`src/rtl/sprite_rom_pkg.sv`:
```
// Shared widths, pipeline tag and helpers for the sprite ROM arbiter.
package sprite_rom_pkg;

    localparam int ROM_ADDR_WIDTH = 20;
    localparam int ROM_DATA_WIDTH = 12;
    localparam int ROM_LATENCY    = 1;
    localparam int N_REQ_MAX      = 4;
    localparam int ID_WIDTH       = $clog2(N_REQ_MAX);

    typedef logic [ID_WIDTH-1:0] req_id_t;

    typedef struct packed {
        logic    valid;
        req_id_t id;
    } rsp_tag_t;

    // Successor of a requester index, wrapping at n.
    function automatic req_id_t next_id(input req_id_t id, input int n);
        if (int'(id) >= n - 1) begin
            return '0;
        end else begin
            return id + req_id_t'(1'b1);
        end
    endfunction

endpackage

```
`src/rtl/sprite_rom_arbiter_rr_arbiter.sv`:
```
// Rotate-priority pick: first valid requester at or after rr_ptr, wrapping.
module rr_arbiter
    import sprite_rom_pkg::*;
#(
    parameter int N_REQ = 2
) (
    input  logic [N_REQ-1:0]    req_valid,
    input  logic [ID_WIDTH-1:0] rr_ptr,
    output logic [ID_WIDTH-1:0] grant_idx,
    output logic                found
);

    int cand_s;

    // Scan candidates rr_ptr, rr_ptr+1, ... and keep the first valid one.
    always_comb begin
        found     = 1'b0;
        grant_idx = '0;
        cand_s    = 0;
        for (int k = 0; k < N_REQ; k++) begin
            cand_s = int'(rr_ptr) + k;
            if (cand_s >= N_REQ) begin
                cand_s = cand_s - N_REQ;
            end else begin
                cand_s = cand_s;
            end
            for (int i = 0; i < N_REQ; i++) begin
                if (!found && (i == cand_s) && req_valid[i]) begin
                    found     = 1'b1;
                    grant_idx = ID_WIDTH'(i);
                end else begin
                    found     = found;
                end
            end
        end
    end

endmodule

```
`src/rtl/sprite_rom_arbiter.sv`:
```
// Shares one 1-cycle-latency sprite ROM between N_REQ drawers: round-robin
// grant with bounded burst lock, and a 2-cycle tagged response pipeline.
module sprite_rom_arbiter
    import sprite_rom_pkg::*;
#(
    parameter int N_REQ      = 2,
    parameter int ADDR_WIDTH = ROM_ADDR_WIDTH,
    parameter int DATA_WIDTH = ROM_DATA_WIDTH,
    parameter int LOCK_MAX   = 64
) (
    input  logic                        clk,
    input  logic                        rst,
    input  logic [N_REQ-1:0]            req_valid,
    input  logic [N_REQ*ADDR_WIDTH-1:0] req_addr,
    input  logic [N_REQ-1:0]            req_lock,
    output logic [N_REQ-1:0]            req_ready,
    output logic [ADDR_WIDTH-1:0]       rom_addr,
    input  logic [DATA_WIDTH-1:0]       rom_dout,
    output logic [N_REQ-1:0]            rsp_valid,
    output logic [DATA_WIDTH-1:0]       rsp_data
);

    localparam int                   CNT_WIDTH  = $clog2(LOCK_MAX + 1);
    localparam logic [CNT_WIDTH-1:0] LOCK_LIMIT = CNT_WIDTH'(LOCK_MAX);

    req_id_t                rr_ptr_r;
    logic                   owner_vld_r;
    req_id_t                owner_r;
    logic [CNT_WIDTH-1:0]   lock_cnt_r;
    rsp_tag_t               tag_r;
    logic [N_REQ-1:0]       rsp_valid_r;
    logic [DATA_WIDTH-1:0]  rsp_data_r;

    req_id_t                rr_idx_s;
    logic                   rr_found_s;
    logic                   owner_req_s;
    logic                   lock_hit_s;
    logic                   grant_s;
    req_id_t                grant_idx_s;
    logic [N_REQ-1:0]       ready_s;
    logic [ADDR_WIDTH-1:0]  rom_addr_s;
    logic                   lock_req_s;
    logic [CNT_WIDTH-1:0]   next_cnt_s;
    logic [N_REQ-1:0]       rsp_hot_s;

    rr_arbiter #(
        .N_REQ     (N_REQ)
    ) u_rr (
        .req_valid (req_valid),
        .rr_ptr    (rr_ptr_r),
        .grant_idx (rr_idx_s),
        .found     (rr_found_s)
    );

    // Lock owner keeps the grant while still requesting and under its burst budget.
    always_comb begin
        owner_req_s = 1'b0;
        for (int i = 0; i < N_REQ; i++) begin
            if ((owner_r == ID_WIDTH'(i)) && req_valid[i]) begin
                owner_req_s = 1'b1;
            end else begin
                owner_req_s = owner_req_s;
            end
        end
        lock_hit_s = owner_vld_r && owner_req_s && (lock_cnt_r < LOCK_LIMIT);
        if (lock_hit_s) begin
            grant_idx_s = owner_r;
            grant_s     = !rst;
        end else begin
            grant_idx_s = rr_idx_s;
            grant_s     = rr_found_s && !rst;
        end
    end

    // Decode the grant into ready, ROM address and the winner's lock request.
    always_comb begin
        ready_s    = '0;
        rom_addr_s = '0;
        lock_req_s = 1'b0;
        for (int i = 0; i < N_REQ; i++) begin
            if (grant_s && (grant_idx_s == ID_WIDTH'(i))) begin
                ready_s[i] = 1'b1;
                rom_addr_s = req_addr[i*ADDR_WIDTH +: ADDR_WIDTH];
                lock_req_s = req_lock[i];
            end else begin
                ready_s[i] = 1'b0;
            end
        end
        if (owner_vld_r && (owner_r == grant_idx_s)) begin
            next_cnt_s = lock_cnt_r + CNT_WIDTH'(1'b1);
        end else begin
            next_cnt_s = CNT_WIDTH'(1'b1);
        end
    end

    // One-hot response strobe from the stage-1 tag.
    always_comb begin
        rsp_hot_s = '0;
        for (int i = 0; i < N_REQ; i++) begin
            rsp_hot_s[i] = tag_r.valid && (tag_r.id == ID_WIDTH'(i));
        end
    end

    // Round-robin pointer and burst lock; reaching the budget drops the lock so rotation moves on.
    always_ff @(posedge clk or posedge rst) begin
        if (rst) begin
            rr_ptr_r    <= '0;
            owner_vld_r <= 1'b0;
            owner_r     <= '0;
            lock_cnt_r  <= '0;
        end else if (grant_s) begin
            rr_ptr_r <= next_id(grant_idx_s, N_REQ);
            if (lock_req_s && (next_cnt_s < LOCK_LIMIT)) begin
                owner_vld_r <= 1'b1;
                owner_r     <= grant_idx_s;
                lock_cnt_r  <= next_cnt_s;
            end else begin
                owner_vld_r <= 1'b0;
                owner_r     <= '0;
                lock_cnt_r  <= '0;
            end
        end else begin
            owner_vld_r <= 1'b0;
            owner_r     <= '0;
            lock_cnt_r  <= '0;
        end
    end

    // Response pipeline: tag alongside the ROM read, then register data and strobe.
    always_ff @(posedge clk or posedge rst) begin
        if (rst) begin
            tag_r       <= '0;
            rsp_valid_r <= '0;
            rsp_data_r  <= '0;
        end else begin
            tag_r.valid <= grant_s;
            tag_r.id    <= grant_idx_s;
            rsp_valid_r <= rsp_hot_s;
            if (tag_r.valid) begin
                rsp_data_r <= rom_dout;
            end else begin
                rsp_data_r <= rsp_data_r;
            end
        end
    end

    assign req_ready = ready_s;
    assign rom_addr  = rom_addr_s;
    assign rsp_valid = rsp_valid_r;
    assign rsp_data  = rsp_data_r;

endmodule

```
`config.mk`:
```
export PLATFORM = sky130hd
export DESIGN_NAME = sprite_rom_arbiter
export DESIGN_NICKNAME = d
export VERILOG_FILES = /design/src/rtl/sprite_rom_pkg.sv /design/src/rtl/sprite_rom_arbiter_rr_arbiter.sv /design/src/rtl/sprite_rom_arbiter.sv
export SDC_FILE = /design/constraint.sdc
export NUM_CORES = 1
export LEC_CHECK = 0
export CORE_ASPECT_RATIO = 1.25
export CORE_MARGIN = 5
export CORE_UTILIZATION = 56
export CTS_CLUSTER_DIAMETER = 80
export CTS_CLUSTER_SIZE = 24
export DETAILED_ROUTE_END_ITERATION = 8
export DONT_BUFFER_PORTS = 1
export PLACE_DENSITY = 0.74
export SLEW_MARGIN = 20
export SYNTH_ARGS = -nofsm -noshare
export SYNTH_HDL_FRONTEND = slang
export SYNTH_SLANG_ARGS = --single-unit
```
`constraint.sdc`:
```
create_clock -name clk -period 2.6 [get_ports clk]
set_clock_uncertainty 0.05 [all_clocks]
set_input_delay 0.52 -clock clk [delete_from_list [all_inputs] [get_ports clk]]
set_output_delay 0.52 -clock clk [all_outputs]
set_load 0.05 [all_outputs]
```
==> flow_metrics.env, run 1 <==
export IMPL_hold_viol_final=0
export IMPL_syn_avg_cell_area_um2=12.0
export IMPL_dp_slack_ns=-0.0560
export IMPL_route_detailed_drc=0
export IMPL_crit_path_end_kind="output pin"
export IMPL_worstMarginPinSlew_ns=0.589
export IMPL_regToRegStartpoint="owner_r[1]$_DFF_PP0_"
export IMPL_grt_pass1_vias=1371
export IMPL_cts_root_buf="clkbuf_4"
export IMPL_grt_usage_pct=21.9
export IMPL_clkTransAtPathRegs_ns=0.09
export IMPL_synthAdderAreaFrac_pct=2.41
export IMPL_rows=21
export IMPL_htreeDepth=2
export IMPL_gp_congestion=0.821
export IMPL_synth_compound_area_share_pct=23.1
export IMPL_clk_latency_ns=0.32
export IMPL_use_met1_pct=22.0
export IMPL_finalMaxSlewViolations=0
export IMPL_die_area_um2=3940
export IMPL_critPathKind="flip-flop to output pin"
export IMPL_cts_sinks=29
export IMPL_finalCritPeriodShare_pct=113
export IMPL_rsz0062_at_grt="yes"
export IMPL_min_period_ns=2.94
export IMPL_cp_data_required_time_ns=2.03
export IMPL_drt_total_wl_um=4210
export IMPL_max_freq_ghz=0.340
export IMPL_num_vias=1205
export IMPL_power_mw=1.29
export IMPL_antenna_found_initial=0
export IMPL_reg2reg_depth=7
export IMPL_grt_overflow=0
export IMPL_synth_top_area_share_pct=46.6
export IMPL_p_leak_nw=0.910
export IMPL_slew_headroom_pct=60.7
export IMPL_syn2layout_area_growth_pct=33.4
export IMPL_startpoint_type="flip-flop"
export IMPL_final_core_util_pct=77.5
export IMPL_synth_top_area_cell="dfrtp_1"
export IMPL_n_antenna_cell=0
export IMPL_synthMuxAreaShare_pct=10.8
export IMPL_syn_inst=130
export IMPL_fin_ws_ns=-0.342
export IMPL_fin_tns_setup_ns=-6.34
export IMPL_synthSimpleGateAreaFrac_pct=10.7
export IMPL_fp_dieW_um=57.2
export IMPL_io_buffers=0
export IMPL_use_met3_pct=10.4
export IMPL_holdCritPathClass="input pin to asynchronous set/reset pin"
export IMPL_io_pins=94
export IMPL_synth_area_leaders="dfrtp_1 47%, a22o_1 11%, mux2_2 10%"
export IMPL_grt_pass1_wl_um=6440
export IMPL_drv_cap=0
export IMPL_drive_gt1_share_pct=50.3
export IMPL_routedWlPerCell_um=22.5
export IMPL_synth_top_family_by_area="compound AO/OA/AOI/OAI gates"
export IMPL_antenna_left=0
export IMPL_async_reset_ff_share_pct=100
export IMPL_grt_busiest_layer="met2"
export IMPL_ys_flop_type="dfrtp_1"
export IMPL_finalSetupViolCount=21
export IMPL_via_per_inst=6.44
export IMPL_crit_fanout=8
export IMPL_core_area_um2=2680
export IMPL_synth_edf_count=0
export IMPL_cts_buffer_depth=2
export IMPL_start_util_pct=58.1
export IMPL_synth_common_cells="29 x dfrtp_1, 20 x a22o_1, 14 x mux2_2, 6 x clkbuf_1, 5 x inv_1"
export IMPL_cts_buffers=5
export IMPL_powerDensity_nw_per_um2=618
export IMPL_ys_types=38
export IMPL_dr_first_iter_drc_count=22
export IMPL_grt_use_met2_pct=38.4
export IMPL_cts_tree="done"
export IMPL_ir_drop_v=0.000398
export IMPL_violations="setup timing"
export IMPL_post_dp_hpwl_um=3130
export IMPL_synth_xor_area_share_pct=2.25
export IMPL_die_height_um=69.0
export IMPL_yosysMostFrequentCell="dfrtp_1"
export IMPL_critPathLaunch="owner_r[1]$_DFF_PP0_"
export IMPL_syn_cell_area_um2=1560
export IMPL_status="finished with violations"
export IMPL_nNetsFinal=213
export IMPL_ys_ff_latch=29
export IMPL_yosys_warnings=0
export IMPL_synth_sequential_area_ratio_pct=46.6
export IMPL_grt_max_degree=30
export IMPL_first_pass_iters=4
export IMPL_worstPathArrival_ns=2.37
-- per-layer routing --
metal,routed length (um),vias up
met5,0,-
met4,140,0
met3,452,11
met2,2200,80
met1,1410,579
li1,-,535
-- report_power, final --
part	leakage, nW	switching (mW)	internal [mW]	total [mW]
logic	0.506	0.190	0.153	0.343
clock network	0.0413	0.151	0.156	0.308
registers	0.363	0.143	0.492	0.635
total	0.910	0.484	0.801	1.29
-- area by class of cell --
class,count,area [um2]
multi-input combinational,91,946
sequential,29,726
clock inverter,1,5.00
tap,34,42.5
fill,151,602
clock buffer,7,65.1
inverter,5,18.8
timing repair buffer,20,275
-- registers in the layout, indices dropped and copies added, names as in the netlist --
register and count:
rsp_data 12, lock_cnt_r 7, owner_r 2, tag_r 3, owner_vld_r 1, rsp_valid 2
rr_ptr_r 2
-- cell usage in the layout (no fill, tap or decap), types with 3 or more instances in the layout --
cell type / n
buf_12: 10
a2111oi_2: 4
buf_4: 10
inv_1: 4
a22o_2: 5
a22o_4: 15
nand2_1: 3
conb_1: 5
nand3_1: 4
mux2_2: 14
nor2_1: 3
dfrtp_1: 29
clkbuf_4: 5
-- timing repair --
| action | CTS | global route |
|---|---|---|
| setup endpoints to repair | 21 | 21 |
| setup buffers | 3 | 2 |
| pin swaps | 2 | 3 |
| gates resized for setup | 13 | 0 |
| hold buffers | 0 | 0 |
-- final timing paths --
| path | slack, ns | endpoint |
|---|---|---|
| hold / removal | 0.09 | rsp_data[5]$_DFFE_PP0P_ |
| max in group asynchronous | 2.03 | rsp_data[10]$_DFFE_PP0P_ |
| setup reg to reg | 0.18 | lock_cnt_r[3]$_DFF_PP0_ |
| setup / recovery | -0.34 | rom_addr[3] |
| min in group clk | 0.23 | tag_r[2]$_DFF_PP0_ |
| hold reg to reg | 0.37 | rsp_valid[0]$_DFF_PP0_ |
-- critical path: stages (launching register included) --
cell and delay [ns]:
dfrtp_1 0.42, nor3b_4 0.23, mux2i_1 0.26, a21oi_1 0.10, ha_2 0.21, nor4_4 0.28
buf_4 0.20, buf_12 0.13, a22o_4 0.22
-- stage by stage --
stage               hold WS [ns]  cells  area, um2
floorplan                  0.350    133       1640
global placement           0.356    174       1860
detailed placement         0.361    174       1860
CTS                        0.217    185       2060
global route               0.113    187       2080
finish                    0.0894    187       2080
-- cells by family (layout without fill, tap and decap cells) --
logic type	count (synthesis)	after routing
xor gates and xnor gates	4	4
DFF	29	29
muxes	15	15
and+or+nand+nor	25	25
AOI/OAI and AO/OA	39	39
adders and majority gates	3	3
buffers and inverters	13	33
other	2	5
No activity file was read; power rests on OpenSTA's default activity.
==> run 2, diff against run 1 <==
--- a/config.mk
+++ b/config.mk
@@ -5,14 +5,17 @@
 export SDC_FILE = /design/constraint.sdc
 export NUM_CORES = 1
 export LEC_CHECK = 0
+export CELL_PAD_IN_SITES_DETAIL_PLACEMENT = 0
+export CELL_PAD_IN_SITES_GLOBAL_PLACEMENT = 1
 export CORE_ASPECT_RATIO = 1.25
 export CORE_MARGIN = 5
-export CORE_UTILIZATION = 56
+export CORE_UTILIZATION = 41
 export CTS_CLUSTER_DIAMETER = 80
 export CTS_CLUSTER_SIZE = 24
 export DETAILED_ROUTE_END_ITERATION = 8
 export DONT_BUFFER_PORTS = 1
-export PLACE_DENSITY = 0.74
+export PLACE_DENSITY_LB_ADDON = 0.1
+export REMOVE_ABC_BUFFERS = 1
 export SLEW_MARGIN = 20
 export SYNTH_ARGS = -nofsm -noshare
 export SYNTH_HDL_FRONTEND = slang
==> flow_metrics.env, run 2 (synthesized netlist as in run 1, its figures left out) <==
export IMPL_finalCritPeriodShare_pct=112
export IMPL_drt_met1_wl_um=1350
export IMPL_cts_buffers=5
export IMPL_route_detailed_drc=0
export IMPL_start_util_pct=41.8
export IMPL_multi_input_area_um2=860
export IMPL_antenna_found_initial=0
export IMPL_cts_buffer_depth=2
export IMPL_crit_fanout=5
export IMPL_worst_hold_slack_ns=0.0529
export IMPL_nFillCells=307
export IMPL_core_area_um2=3720
export IMPL_top_layer="met4"
export IMPL_routedWlPerCell_um=19.7
export IMPL_syn2layout_area_growth_pct=45.2
export IMPL_n_antenna_cell=0
export IMPL_via_per_inst=6.00
export IMPL_dr_wl_met3_um=466
export IMPL_post_dp_hpwl_um=3230
export IMPL_slew_headroom_pct=65.8
export IMPL_drt_total_wl_um=4050
export IMPL_critPathKind="flip-flop to output pin"
export IMPL_violations="setup timing"
export IMPL_hold_viol_final=0
export IMPL_worstMarginPinSlew_ns=0.513
export IMPL_clk_latency_ns=0.28
export IMPL_postCtsHoldBufs=0
export IMPL_first_pass_iters=4
export IMPL_regToRegStartpoint="owner_r[1]$_DFF_PP0_"
export IMPL_die_area_um2=5140
export IMPL_cts_tree="done"
export IMPL_ir_drop_v=0.000231
export IMPL_mostFrequentLayoutCell="dfrtp_1"
export IMPL_finalSetupViolCount=21
export IMPL_min_period_ns=2.92
export IMPL_io_pins=94
export IMPL_finalMaxSlewViolations=0
export IMPL_p_leak_nw=0.952
export IMPL_die_height_um=78.9
export IMPL_crit_path_end="rom_addr[18]"
export IMPL_fin_ws_ns=-0.323
export IMPL_register_area_um2=726
export IMPL_io_buffers=0
export IMPL_nNetsFinal=226
export IMPL_critPathLaunch="owner_r[1]$_DFF_PP0_"
export IMPL_grt_overflow=0
export IMPL_stdcell_count=206
export IMPL_drv_cap=0
export IMPL_largest_reg_flops=12
export IMPL_worstPathArrival_ns=2.35
export IMPL_grt_pass1_wl_um=6440
export IMPL_grt_pass1_vias=1414
export IMPL_powerDensity_nw_per_um2=606
export IMPL_crit_chain="nor3b_4 > mux2i_1 > a21oi_1 > ha_2 > nor4_4 > buf_4 > buf_6 > a22o_1 > buf_12"
export IMPL_drive_gt1_share_pct=43.4
export IMPL_cts_root_buf="clkbuf_8"
export IMPL_slowest_stage="dfrtp_1"
export IMPL_htreeDepth=2
export IMPL_grt_usage_pct=16.8
export IMPL_crit_path_end_kind="output pin"
export IMPL_place_inst=193
export IMPL_reg2reg_to="lock_cnt_r[2]$_DFF_PP0_"
export IMPL_slowest_delay_ns=0.41
export IMPL_rows=25
export IMPL_gp_congestion=0.776
export IMPL_final_cell_mix="29 x dfrtp_1, 21 x buf_12, 17 x a22o_1"
export IMPL_antenna_left=0
export IMPL_holdCritPathClass="input pin to asynchronous set/reset pin"
export IMPL_wl_met2_um=2150
export IMPL_dr_first_iter_drc_count=30
export IMPL_fp_dieW_um=65.1
export IMPL_status="finished with violations"
export IMPL_cts_sinks=29
export IMPL_grt_max_degree=22
export IMPL_clkTransAtPathRegs_ns=0.06
export IMPL_cp_data_required_time_ns=2.03
export IMPL_rsz0062_at_grt="yes"
export IMPL_max_freq_ghz=0.342
export IMPL_startpoint_type="flip-flop"
export IMPL_num_vias=1237
export IMPL_r2r_slack_ns=0.14
export IMPL_reg2reg_depth=8
-- run 2: cell count changes in the layout (fill, tap and decap cells not counted), sizes merged --
cell and change:
clkinvlp +1, buf +13, clkinv +1, clkbuf -2
-- run 2: worst min-delay path by stage --
stage	startpoint	end	slack, ns	cells past startpoint
2_1_floorplan	tag_r[1]$_DFF_PP0_	rsp_valid[0]$_DFF_PP0_	0.35	1
3_5_place_dp	rst	lock_cnt_r[6]$_DFF_PP0_	0.36	1
4_1_cts	rst	owner_r[0]$_DFF_PP0_	0.05	1
3_3_place_gp	rst	lock_cnt_r[6]$_DFF_PP0_	0.35	1
6_report	rst	lock_cnt_r[6]$_DFF_PP0_	0.05	1
5_1_grt	rst	lock_cnt_r[6]$_DFF_PP0_	0.07	1
-- run 2: metal layers --
metal | up-vias | track usage (%)
met3 | 8 | 7.50
met5 | - | 0
met1 | 586 | 13.8
met2 | 84 | 32.3
met4 | 0 | 8.71
li1 | 559 | -
-- run 2: timing repair --
action,in CTS,in global routing
pin swaps,4,6
endpoints found under the setup margin,21,21
gates cloned,2,0
hold endpoints to repair,0,0
setup buffers,1,2
gates resized for setup,8,5
-- run 2: worst max-delay path: cells and delay by family (launching register included) --
kind            cells  cell delay [ns]
simple gates        2             0.51
fa+ha+maj           1             0.20
buf+inv             3             0.43
compound gates      2             0.27
mux                 1             0.24
flops               1             0.41
-- run 2: area by class of cell --
class	count	share of cell area [%]
well taps	40	2.21
clock inverters	3	0.774
clock buffers	5	3.04
repair buffers	33	23.1
flip-flops and latches	29	32.1
multi-input cells	91	38.0
inverters	5	0.830
-- run 2: power breakdown --
part           internal, mW  leakage (nW)  switching (mW)
Clock                 0.184        0.0439           0.168
Combinational         0.188         0.545           0.198
Sequential            0.492         0.363           0.141
Total                 0.864         0.952           0.506
-- run 2: through the flow --
step | total power [mW] | setup TNS [ns] | utilization, % | worst slack (ns) | instance area (um2)
5_1_grt | 1.44 | -9.48 | 60.8 | -0.498 | 2260
3_3_place_gp | 1.00 | -0.0129 | 55.6 | -0.0103 | 2070
3_5_place_dp | 1.01 | -0.431 | 55.6 | -0.0518 | 2070
4_1_cts | 1.39 | -6.02 | 59.0 | -0.323 | 2200
6_report | 1.37 | -5.78 | 60.8 | -0.323 | 2260
2_1_floorplan | 0.847 | -42.31 | - | -2.05 | 1530
